$ cat config.mk
export PLATFORM = sky130hd
export DESIGN_NAME = axi_lite_master
export DESIGN_NICKNAME = d
export VERILOG_FILES = /design/src/rtl/ad9643_axi_pkg.sv /design/src/rtl/axi_lite_master.sv
export SDC_FILE = /design/constraint.sdc
export NUM_CORES = 1
export LEC_CHECK = 0
export CORE_MARGIN = 1.5
export CORE_UTILIZATION = 39
export CTS_CLUSTER_DIAMETER = 100
export DETAILED_ROUTE_END_ITERATION = 7
export PLACE_DENSITY = 0.77
export RECOVER_POWER = 50
export SLEW_MARGIN = 0
export SYNTH_ARGS = -nofsm -noshare
export SYNTH_HDL_FRONTEND = slang
export SYNTH_SLANG_ARGS = --single-unit
$ cat constraint.sdc
create_clock -name s_axi_aclk -period 2.1 [get_ports s_axi_aclk]
set_input_delay 0.525 -clock s_axi_aclk [delete_from_list [all_inputs] [get_ports s_axi_aclk]]
set_output_delay 0.525 -clock s_axi_aclk [all_outputs]
set_load 0.01 [all_outputs]
$ cat src/rtl/ad9643_axi_pkg.sv
// Shared types and constants for the AD9643 AXI-Lite control path.
// FSM states, AXI response codes, register offsets and CTRL bit positions.
package ad9643_axi_pkg;

  typedef enum logic [2:0] {
    ST_IDLE,
    ST_WR_AW_W,
    ST_WR_B,
    ST_RD_AR,
    ST_RD_R,
    ST_RSP
  } state_t;

  localparam logic [1:0] AXI_RESP_OKAY   = 2'b00;
  localparam logic [1:0] AXI_RESP_EXOKAY = 2'b01;
  localparam logic [1:0] AXI_RESP_SLVERR = 2'b10;
  localparam logic [1:0] AXI_RESP_DECERR = 2'b11;

  localparam logic [2:0] AXI_PROT = 3'b000;

  localparam logic [3:0] REG_CTRL   = 4'h0;
  localparam logic [3:0] REG_STATUS = 4'h4;

  localparam int CTRL_DATA_EN   = 0;
  localparam int CTRL_DELAY_RST = 1;

endpackage

$ cat src/rtl/axi_lite_master.sv
// AXI4-Lite initiator: one command in, one AXI-Lite transaction out.
// Ports: cmd_* request, rsp_* response, timeout flag, m_axi_* master bus.
module axi_lite_master
  import ad9643_axi_pkg::*;
#(
  parameter int C_M_AXI_DATA_WIDTH = 32,
  parameter int C_M_AXI_ADDR_WIDTH = 4,
  parameter int TIMEOUT_CYCLES     = 1024
) (
  input  logic                          s_axi_aclk,
  input  logic                          s_axi_aresetn,
  input  logic                          cmd_valid,
  output logic                          cmd_ready,
  input  logic                          cmd_write,
  input  logic [C_M_AXI_ADDR_WIDTH-1:0] cmd_addr,
  input  logic [C_M_AXI_DATA_WIDTH-1:0] cmd_wdata,
  input  logic [3:0]                    cmd_wstrb,
  output logic                          rsp_valid,
  input  logic                          rsp_ready,
  output logic [C_M_AXI_DATA_WIDTH-1:0] rsp_rdata,
  output logic [1:0]                    rsp_resp,
  output logic                          timeout,
  output logic [C_M_AXI_ADDR_WIDTH-1:0] m_axi_awaddr,
  output logic [2:0]                    m_axi_awprot,
  output logic                          m_axi_awvalid,
  input  logic                          m_axi_awready,
  output logic [C_M_AXI_DATA_WIDTH-1:0] m_axi_wdata,
  output logic [3:0]                    m_axi_wstrb,
  output logic                          m_axi_wvalid,
  input  logic                          m_axi_wready,
  input  logic [1:0]                    m_axi_bresp,
  input  logic                          m_axi_bvalid,
  output logic                          m_axi_bready,
  output logic [C_M_AXI_ADDR_WIDTH-1:0] m_axi_araddr,
  output logic [2:0]                    m_axi_arprot,
  output logic                          m_axi_arvalid,
  input  logic                          m_axi_arready,
  input  logic [C_M_AXI_DATA_WIDTH-1:0] m_axi_rdata,
  input  logic [1:0]                    m_axi_rresp,
  input  logic                          m_axi_rvalid,
  output logic                          m_axi_rready
);

  localparam int DW = C_M_AXI_DATA_WIDTH;
  localparam int AW = C_M_AXI_ADDR_WIDTH;
  localparam int CW = $clog2(TIMEOUT_CYCLES + 1);
  localparam logic [CW-1:0] WD_MAX = CW'(TIMEOUT_CYCLES);

  state_t          state_q, state_d;
  logic [AW-1:0]   addr_q, addr_d;
  logic [DW-1:0]   wdata_q, wdata_d;
  logic [3:0]      wstrb_q, wstrb_d;
  logic [CW-1:0]   wd_q, wd_d;
  logic            cmd_ready_d, rsp_valid_d, timeout_d;
  logic            awvalid_d, wvalid_d, arvalid_d;
  logic            bready_d, rready_d;
  logic [DW-1:0]   rsp_rdata_d;
  logic [1:0]      rsp_resp_d;

  assign m_axi_awaddr = addr_q;
  assign m_axi_araddr = addr_q;
  assign m_axi_wdata  = wdata_q;
  assign m_axi_wstrb  = wstrb_q;
  assign m_axi_awprot = AXI_PROT;
  assign m_axi_arprot = AXI_PROT;

  always_comb begin
    state_d     = state_q;
    addr_d      = addr_q;
    wdata_d     = wdata_q;
    wstrb_d     = wstrb_q;
    wd_d        = wd_q;
    awvalid_d   = m_axi_awvalid;
    wvalid_d    = m_axi_wvalid;
    arvalid_d   = m_axi_arvalid;
    bready_d    = m_axi_bready;
    rready_d    = m_axi_rready;
    rsp_valid_d = rsp_valid;
    rsp_rdata_d = rsp_rdata;
    rsp_resp_d  = rsp_resp;
    unique case (state_q)
      ST_IDLE: begin
        if (cmd_valid && cmd_ready) begin
          addr_d  = cmd_addr;
          wdata_d = cmd_wdata;
          wstrb_d = cmd_wstrb;
          wd_d    = '0;
          if (cmd_write) begin
            state_d   = ST_WR_AW_W;
            awvalid_d = 1'b1;
            wvalid_d  = 1'b1;
          end else begin
            state_d   = ST_RD_AR;
            arvalid_d = 1'b1;
          end
        end
      end
      ST_WR_AW_W: begin
        // AW and W retire independently; leave once both are done
        if (m_axi_awready) awvalid_d = 1'b0;
        if (m_axi_wready)  wvalid_d  = 1'b0;
        if (!awvalid_d && !wvalid_d) begin
          state_d  = ST_WR_B;
          bready_d = 1'b1;
        end
      end
      ST_WR_B: begin
        if (m_axi_bvalid) begin
          state_d     = ST_RSP;
          bready_d    = 1'b0;
          rsp_valid_d = 1'b1;
          rsp_rdata_d = '0;
          rsp_resp_d  = m_axi_bresp;
        end
      end
      ST_RD_AR: begin
        if (m_axi_arready) begin
          state_d   = ST_RD_R;
          arvalid_d = 1'b0;
          rready_d  = 1'b1;
        end
      end
      ST_RD_R: begin
        if (m_axi_rvalid) begin
          state_d     = ST_RSP;
          rready_d    = 1'b0;
          rsp_valid_d = 1'b1;
          rsp_rdata_d = m_axi_rdata;
          rsp_resp_d  = m_axi_rresp;
        end
      end
      ST_RSP: begin
        if (rsp_ready) begin
          state_d     = ST_IDLE;
          rsp_valid_d = 1'b0;
        end
      end
      default: state_d = ST_IDLE;
    endcase
    // watchdog runs only while waiting on the slave
    if (state_q inside {ST_WR_AW_W, ST_WR_B, ST_RD_AR, ST_RD_R}
        && wd_q != WD_MAX)
      wd_d = wd_q + 1'b1;
    timeout_d   = timeout | (wd_d == WD_MAX);
    cmd_ready_d = (state_d == ST_IDLE);
  end

  always_ff @(posedge s_axi_aclk or negedge s_axi_aresetn) begin
    if (!s_axi_aresetn) begin
      state_q       <= ST_IDLE;
      addr_q        <= '0;
      wdata_q       <= '0;
      wstrb_q       <= '0;
      wd_q          <= '0;
      cmd_ready     <= 1'b0;
      m_axi_awvalid <= 1'b0;
      m_axi_wvalid  <= 1'b0;
      m_axi_arvalid <= 1'b0;
      m_axi_bready  <= 1'b0;
      m_axi_rready  <= 1'b0;
      rsp_valid     <= 1'b0;
      rsp_rdata     <= '0;
      rsp_resp      <= '0;
      timeout       <= 1'b0;
    end else begin
      state_q       <= state_d;
      addr_q        <= addr_d;
      wdata_q       <= wdata_d;
      wstrb_q       <= wstrb_d;
      wd_q          <= wd_d;
      cmd_ready     <= cmd_ready_d;
      m_axi_awvalid <= awvalid_d;
      m_axi_wvalid  <= wvalid_d;
      m_axi_arvalid <= arvalid_d;
      m_axi_bready  <= bready_d;
      m_axi_rready  <= rready_d;
      rsp_valid     <= rsp_valid_d;
      rsp_rdata     <= rsp_rdata_d;
      rsp_resp      <= rsp_resp_d;
      timeout       <= timeout_d;
    end
  end

endmodule

==> results.txt, run 1 <==
Starting Density = 40.5%
met1 Usage GRT = 24.5%
Crit Path Category = reg -> reg
# hold bufs at CTS = 0
Sink Count = 96
library cells used by synthesis = 43
Yosys warning total = 0
CTS tree = yes
vias in the first global route = 3905
Worst setup SP type = flop
Syn Std Cell Area = 4220 µm²
dominant synthesized flop cell = dfrtp_1
RSZ-0062 raised after global routing = yes
Int Pwr = 5510 µW
diodes inserted = 0
Req. time, crit path = 2.41 ns
Placement Cell Area = 6200 µm²
Logic pwr share = 47.5%
IO buf count = 171
Chip Width = 107 µm
FP Rows = 37
crit share post-route = 101%
global route overflow = 0
DR vias/cell = 4.92
pwr dens = 1340 nW/µm²
Root Driver = clkbuf_8
full die area = 11400 µm²
fin crit period = 2.11 ns
largest net degree at the start of global routing = 70
R2R depth = 6
placeable core area = 10400 µm²
grt peak-use layer = met2
first-pass GRT wire length = 18400 µm
run status = finished, violations left
filler instances = 878
layout cell share with drive strength beyond 1 = 7.91%
CTS Buffer Depth = 2
Worst Max-Slew Pin Slew = 1.23 ns
met3 usage = 9.36%
met2 GRT Util = 33.0%
Clock Latency Late Sink = 0.38 ns
share of synthesized flip-flops with an asynchronous set or reset = 100%
Setup crit start = state_q[0]
Critical Path AT = 2.42 ns
DP HPWL = 8330 µm
synthesis-stage register bit count = 96
crit-path max FO = 2
critical path's most frequent cell = or4_4
clock slew at reported path FFs = 0.10 ns
Reg2Reg Capture Point = timeout
antenna-violating nets left = 0
GRT Util Overall = 20.4%
Yosys top cell by area = dfrtp_1
DRC viols = 0
worst r2r src = state_q[0]
setup ws final = -0.0132 ns
WHS = 0.374 ns
Worst VDD drop = 0.000801 V
Setup Skew = 0.0102 ns
RePlAce Congestion = 0.899
part of the power in registers = 35.2%
cells along the critical path = o21a_1 > or4_4 > or4_4 > a21oi_2 > o22a_1 > a41o_1
Total Wirelength = 11400 µm
clock power share = 17.3%
Iteration-0 DRC Markers = 295
Sw Share = 36.1%
Lkg Pwr = 0.00289 µW
max_slew headroom = 18.0%
final layout net count = 753
Final Power = 8620 µW
TritonCTS Buffers = 9
CP bufs+invs = 0
post-route cell area = 6430 µm²
router iterations before antenna repair = 5
multi-input logic area = 1650 µm²
post-CTS setup buffers = 0
Worst Setup EP = timeout
# setup viols final = 1
Max stage delay on crit path = 0.55 ns
Yosys top cell area share = 57.0%
Final Max Slew Viols = 0
Max stage delay cell, worst path = or4_4
r2r setup slk = -0.01 ns
post-synthesis sequential area ratio = 57.0%
Mean Syn Cell Area = 8.64 µm²
routed len/inst = 14.1 µm
Worst path depth = 6
Max-cap violations = 0
count of boundary I/O pins = 178
vias after detailed routing = 3965
Worst Hold Class = in -> async
final hold viol count = 0
failing checks = negative setup slack
Area growth, synth to finish = 52.4%
P_sw = 3120 µW
fmax = 473 MHz
number of synthesized flops with an enable pin = 0
H-tree levels = 3
antenna violations before repair = 0
Worst setup EP type = flop
top cells by area, synth = dfrtp_1 57%, nand2_1 19%, o21ai_0 6.2%
Cells after Synth = 488
Die Ht = 107 µm
Reg area = 2400 µm²
crit-path leading delay family = simple AND/OR/NAND/NOR gates
worst register-to-register path, cell delays in order (launching register included):
cell     delay [ns]
dfrtp_1        0.38
o21a_1         0.22
or4_4          0.55
or4_4          0.50
a21oi_2        0.13
o22a_1         0.13
a41o_1         0.14
cell usage after synthesis (all sizes together) (3+ instances only):
cell    instances
nand2         211
nand3           9
mux2i           3
clkbuf         22
o21ai          52
inv             7
nor2           12
nor3            4
buf            18
a21oi           7
dfrtp          96
nand4           3
worst min path at each step:
stage	start	endpoint	slack, ns	cells after the start
2_1_floorplan	s_axi_aresetn	cmd_ready	0.23	0
3_3_place_gp	s_axi_aresetn	m_axi_wdata[22]	0.44	1
3_5_place_dp	s_axi_aresetn	m_axi_wdata[22]	0.44	1
4_1_cts	s_axi_aresetn	m_axi_wdata[16]	0.03	1
5_1_grt	s_axi_aresetn	m_axi_wdata[22]	0.46	1
6_report	s_axi_aresetn	m_axi_wdata[16]	0.37	1
power groups by stage:
| stage | clock, µW | combinational [µW] | sequential, µW |
|---|---|---|---|
| finish | 1490 | 4100 | 3030 |
| floorplan | 0 | 1580 | 3350 |
| global placement | 0 | 4050 | 3030 |
| global route | 1600 | 4500 | 3130 |
| CTS | 1530 | 4160 | 3040 |
| detailed placement | 0 | 4140 | 3070 |
metrics by stage:
stage | utilization, % | worst slack (ns) | TNS, ns | instances
floorplan | - | -0.00507 | -0.00507 | 493
global placement | 59.5 | 0.0123 | 0 | 790
detailed placement | 59.5 | 0.0263 | 0 | 790
CTS | 62.1 | -0.00339 | -0.00339 | 806
global route | 61.7 | -0.0904 | -0.650 | 806
finish | 61.7 | -0.0132 | -0.0132 | 806
per-layer routing:
metal	up-vias	part of all wire (%)
met3	13	10
met4	0	0.84
met2	157	48
met1	1865	41
met5	-	0
li1	1930	-
registers in the layout (all words and copies together), names as in the netlist, 2 cells and up:
signal / count
m_axi_wdata: 32
m_axi_araddr: 4
state_q: 3
rsp_rdata: 32
m_axi_wstrb: 4
wd_q: 11
rsp_resp: 2
layout by cell type, fill, tap and decap left out, types with 2 or more instances in the layout:
cell type	instances
nand2_1	210
clkdlybuf4s50_1	168
dfrtp_1	96
o21ai_0	51
buf_4	20
nor2_1	12
nand3_1	9
clkbuf_8	9
inv_1	7
a21oi_1	6
conb_1	6
nor3_1	4
clkbuf_4	4
nand4_1	3
mux2i_1	3
bufinv_16	3
clkbuf_1	3
clkbuf_2	3
nor2b_1	2
o22ai_1	2
o21a_1	2
and3_1	2
or4_4	2
or3_1	2
nand4b_1	2
nand2b_1	2
a41o_1	2
o221ai_1	2
a31oi_1	2
o32a_1	2
clkinvlp_4	2
inv_8	2
dlygate4sd3_1	2
final cells by class:
| type | instances | share of cell area [%] |
|---|---|---|
| clock buffer | 9 | 1.93 |
| clock inverter | 7 | 1.99 |
| inverter | 7 | 0.409 |
| multi-input combinational | 350 | 25.7 |
| sequential | 96 | 37.4 |
| tap | 136 | 2.65 |
| timing repair buffer | 201 | 30.0 |
repair_timing:
item | in CTS | in global routing
resized for setup | 3 | 3
pin swaps | 1 | 1
setup endpoints to repair | 1 | 5
cells by family (layout without fill, tap and decap cells):
| family | Yosys count | count (layout) | share of synthesized area [%] |
|---|---|---|---|
| AND/OR/NAND/NOR | 259 | 259 | 25.3 |
| AO/OA/AOI/OAI | 78 | 78 | 10.7 |
| XOR/XNOR | 1 | 1 | 0.208 |
| buffers and inverters | 47 | 224 | 5.19 |
| adder cells (fa/ha/maj) | 2 | 2 | 0.593 |
| other | 1 | 6 | 0.0889 |
| multiplexers | 4 | 4 | 0.979 |
| flip-flops | 96 | 96 | 57.0 |
Note: power is estimated with default switching activity, not from simulation.
==> inputs of run 2 (changes only) <==
==> constraint.sdc (replaced) <==
create_clock -name s_axi_aclk -period 1.92 [get_ports s_axi_aclk]
set_input_delay 0.48 -clock s_axi_aclk [delete_from_list [all_inputs] [get_ports s_axi_aclk]]
set_output_delay 0.48 -clock s_axi_aclk [all_outputs]
set_load 0.01 [all_outputs]
==> run 2 against run 1 <==
The run still ends with negative setup slack left. Combinational power up 19%. First-iteration DRC count down 45%. Utilization rose by 1.2 points. Clock skew rose by 0.0023 ns. Register-to-register slack got worse by 0.16 ns. Clock power down 18%. Worst setup slack worse by 0.16 ns. Critical endpoint unchanged. Largest cell class unchanged.
==> results.txt, run 2 (same netlist as run 1, synthesis figures left out) <==
count of boundary I/O pins = 178
Setup Skew = 0.0124 ns
Chip Width = 107 µm
first-pass GRT wire length = 18400 µm
DRC viols = 0
crit-path max FO = 2
fmax = 479 MHz
placeable core area = 10400 µm²
max_slew headroom = 42.0%
Sink Count = 96
final hold viol count = 0
cells along the critical path = o21a_1 > or4_4 > or4_4 > a21oi_2 > o22a_1 > a41o_1
TritonCTS Buffers = 9
RSZ-0062 raised after global routing = yes
final core occ = 62.9%
# setup viols final = 25
antenna-violating nets left = 0
pwr dens = 1440 nW/µm²
Starting Density = 40.5%
CTS tree = yes
global route overflow = 0
Worst Hold Class = in -> async
Die Ht = 107 µm
Max stage delay on crit path = 0.54 ns
Worst setup EP type = flop
DP HPWL = 8420 µm
antenna violations before repair = 0
post-route cell area = 6560 µm²
CTS Buffer Depth = 2
Req. time, crit path = 2.23 ns
Clock Latency Late Sink = 0.37 ns
full die area = 11400 µm²
final layout net count = 762
crit share post-route = 109%
setup ws final = -0.169 ns
routed len/inst = 13.9 µm
commonest non-fill, non-tap cell in the layout = nand2_1
Final Max Slew Viols = 0
Total Wirelength = 11400 µm
vias after detailed routing = 3937
Critical Path AT = 2.40 ns
Placement Cell Area = 6280 µm²
FP Rows = 37
Max stage delay cell, worst path = or4_4
r2r setup slk = -0.17 ns
filler instances = 862
vias in the first global route = 3959
run status = finished, violations left
router iterations before antenna repair = 4
RePlAce Congestion = 0.905
# hold bufs at CTS = 0
failing checks = negative setup slack
Max-cap violations = 0
Root Driver = clkbuf_8
Worst Max-Slew Pin Slew = 0.869 ns
critical path's most frequent cell = or4_4
GRT Util Overall = 20.3%
Iteration-0 DRC Markers = 162
layout cell share with drive strength beyond 1 = 11.2%
crit-path leading delay family = simple AND/OR/NAND/NOR gates
CP bufs+invs = 0
most frequent cells in the layout = 209 x nand2_1, 157 x clkdlybuf4s50_1, 95 x dfrtp_1
Lkg Pwr = 0.00296 µW
Area growth, synth to finish = 55.4%
Worst VDD drop = 0.000738 V
diodes inserted = 0
H-tree levels = 3
Worst setup SP type = flop
Final Power = 9410 µW
largest net degree at the start of global routing = 70
IO buf count = 171
DR vias/cell = 4.83
clock slew at reported path FFs = 0.10 ns
Crit Path Category = reg -> reg
fin crit period = 2.09 ns
[run 2: final cells by class]
cell class	instances	area [µm²]	share of cell area, %
sequential	96	2400	36.7
timing repair buffer	210	2050	31.2
multi-input combinational	350	1730	26.3
tap	136	170	2.60
clock buffer	10	138	2.10
clock inverter	6	42.5	0.649
inverter	7	28.8	0.439
[run 2: what timing repair did]
action                     CTS  global route
setup endpoints to repair    6            33
gates resized for setup      4            31
pin swaps                    0             1
buffers inserted             0             2
gates cloned                 0             0
[run 2: stage by stage]
step / hold WS [ns] / instances / setup slack [ns] / setup TNS, ns
detailed placement: 0.466 / 797 / -0.160 / -0.207
finish: 0.210 / 815 / -0.169 / -0.429
CTS: 0.0629 / 813 / -0.144 / -0.144
floorplan: 0.184 / 493 / -0.185 / -0.185
global route: 0.260 / 815 / -0.231 / -9.23
global placement: 0.457 / 797 / -0.125 / -0.125
[run 2: path summary, 6_finish.rpt]
kind	cells past startpoint	endpoint	startpoint
max	6	timeout	state_q[1]
min	1	rsp_rdata[20]	s_axi_aresetn
max reg2reg	6	timeout	state_q[1]
min reg2reg	2	m_axi_wdata[12]	m_axi_wdata[12]
max in group asynchronous	2	wd_q[0]	s_axi_aresetn
min in group s_axi_aclk	2	m_axi_wdata[12]	m_axi_wdata[12]
[run 2: power by group]
part           switching (µW)  total [µW]  internal (µW)
sequential                484        3330           2840
combinational            2310        4860           2550
clock                     713        1220            508
total                    3510        9410           5900
[run 2: worst register-to-register path, cell delays in order, from the launching register on]
cell and delay [ns]:
dfrtp_1 0.38, o21a_1 0.21, or4_4 0.54, or4_4 0.49, a21oi_2 0.15, o22a_1 0.14, a41o_1 0.14
[run 2: per-layer routing]
metal | vias up | track usage (%) | share of wire (%)
met5 | - | 0 | 0
met4 | 0 | 6.10 | 1.7
met3 | 20 | 9.36 | 11
met2 | 149 | 32.4 | 46
met1 | 1814 | 24.5 | 41
li1 | 1954 | - | -
==> inputs of run 3 (changes only) <==
--- a/config.mk
+++ b/config.mk
@@ -11,6 +11,7 @@
 export DETAILED_ROUTE_END_ITERATION = 7
 export PLACE_DENSITY = 0.77
 export RECOVER_POWER = 50
+export REMOVE_ABC_BUFFERS = 1
 export SLEW_MARGIN = 0
 export SYNTH_ARGS = -nofsm -noshare
 export SYNTH_HDL_FRONTEND = slang
==> run 3 against run 2 <==
The run still ends with negative setup slack left. Worst hold slack improved by 0.22 ns. Maximum frequency increased by 1.8%. Sequential share of layout area decreased by 0.075 points. Clock skew decreased by 0.0045 ns. Critical path depth unchanged. Count of clock-buffer cells in the layout increased by 1. Utilization increased by 0.096 points. Power increased by 1.5%. First-iteration DRC count increased by 96%. Combinational power decreased by 2%. Die area unchanged. Critical endpoint unchanged.
==> results.txt, run 3 (same netlist as run 1, synthesis figures left out) <==
run status = finished, violations left
failing checks = negative setup slack
antenna violations before repair = 0
fin crit period = 2.05 ns
Worst setup SP type = flop
full die area = 11400 µm²
vias after detailed routing = 3980
antenna-violating nets left = 0
clock slew at reported path FFs = 0.10 ns
TritonCTS Buffers = 9
crit-path max FO = 2
Root Driver = clkbuf_8
Chip Width = 107 µm
cells along the critical path = o21a_1 > or4_4 > or4_4 > a21oi_2 > o22a_1 > a41o_1
Final Max Slew Viols = 0
multi-input logic area = 1680 µm²
final layout net count = 766
Die Ht = 107 µm
final hold viol count = 0
Critical Path AT = 2.36 ns
count of boundary I/O pins = 178
Starting Density = 40.5%
WHS = 0.426 ns
commonest non-fill, non-tap cell in the layout = nand2_1
Total Wirelength = 11700 µm
GRT Util Overall = 20.7%
vias in the first global route = 3957
Clock Latency Late Sink = 0.36 ns
max_slew headroom = 6.42%
Sink Count = 96
Setup Skew = 0.00796 ns
CP bufs+invs = 0
Fin Setup TNS = -0.174 ns
Max-cap violations = 0
Reg area = 2400 µm²
Post-Place Setup Slack = -0.163 ns
largest net degree at the start of global routing = 70
most frequent cells in the layout = 211 x nand2_1, 163 x clkdlybuf4s50_1, 96 x dfrtp_1
CTS Buffer Depth = 2
FP Rows = 37
DRC viols = 0
diodes inserted = 0
crit share post-route = 107%
# setup viols final = 3
RSZ-0062 raised after global routing = yes
Worst Max-Slew Pin Slew = 1.40 ns
Max stage delay on crit path = 0.54 ns
global route overflow = 0
crit-path leading delay family = simple AND/OR/NAND/NOR gates
Area growth, synth to finish = 55.7%
Worst setup EP type = flop
critical path's most frequent cell = or4_4
fmax = 487 MHz
router iterations before antenna repair = 4
CTS tree = yes
RePlAce Congestion = 0.945
Max stage delay cell, worst path = or4_4
placeable core area = 10400 µm²
setup ws final = -0.133 ns
routed len/inst = 14.2 µm
Worst Hold Class = in -> async
Worst VDD drop = 0.000766 V
DR vias/cell = 4.86
pwr dens = 1450 nW/µm²
Req. time, crit path = 2.23 ns
Lkg Pwr = 0.00298 µW
filler instances = 881
DP HPWL = 8610 µm
first-pass GRT wire length = 18900 µm
H-tree levels = 3
Iteration-0 DRC Markers = 318
layout cell share with drive strength beyond 1 = 10.1%
IO buf count = 171
Crit Path Category = reg -> reg
==> run 3: repair_timing <==
action / in CTS / in global routing
setup buffers: 0 / 2
setup endpoints to repair: 7 / 39
gates resized for setup: 3 / 13
hold buffers: 0 / 0
pin swaps: 3 / 3
==> run 3: routing by layer <==
metal	wire [µm]	global-route usage, %
met1	4920	26.4
met2	5700	34.2
met3	917	6.32
met4	122	5.81
met5	0	0
==> run 3: final timing paths <==
| path | startpoint | cells past startpoint | to | slack, ns |
|---|---|---|---|---|
| max in group asynchronous | s_axi_aresetn | 2 | m_axi_wdata[27] | 0.18 |
| setup / recovery | state_q[1] | 6 | timeout | -0.13 |
| hold reg to reg | m_axi_wdata[22] | 2 | m_axi_wdata[22] | 0.48 |
| setup reg to reg | state_q[1] | 6 | timeout | -0.13 |
| min in group s_axi_aclk | m_axi_wdata[22] | 2 | m_axi_wdata[22] | 0.48 |
| hold / removal | s_axi_aresetn | 1 | timeout | 0.43 |
==> run 3: cell type report <==
type	count	area share, %
clock buffers	11	2.15
clock inverters	5	1.35
inverters	7	0.400
multi-input cells	350	25.6
flip-flops and latches	96	36.6
well taps	136	2.59
repair buffers	214	31.4
==> run 3: power breakdown <==
part / switching (µW) / internal [µW] / leakage [µW]
combinational: 2250 / 2490 / 0.00162
clock: 731 / 785 / 0.000116
sequential: 459 / 2840 / 0.00125
==> run 3: metrics by stage <==
| step | std cells | power (µW) | utilization (%) | cell area, µm² |
|---|---|---|---|---|
| floorplan | 453 | 5190 | - | 4040 |
| detailed placement | 801 | 8010 | 60.3 | 6280 |
| global route | 819 | 10200 | 63.0 | 6570 |
| finish | 819 | 9550 | 63.0 | 6570 |
| CTS | 817 | 9580 | 62.6 | 6520 |
| global placement | 801 | 7880 | 60.3 | 6280 |
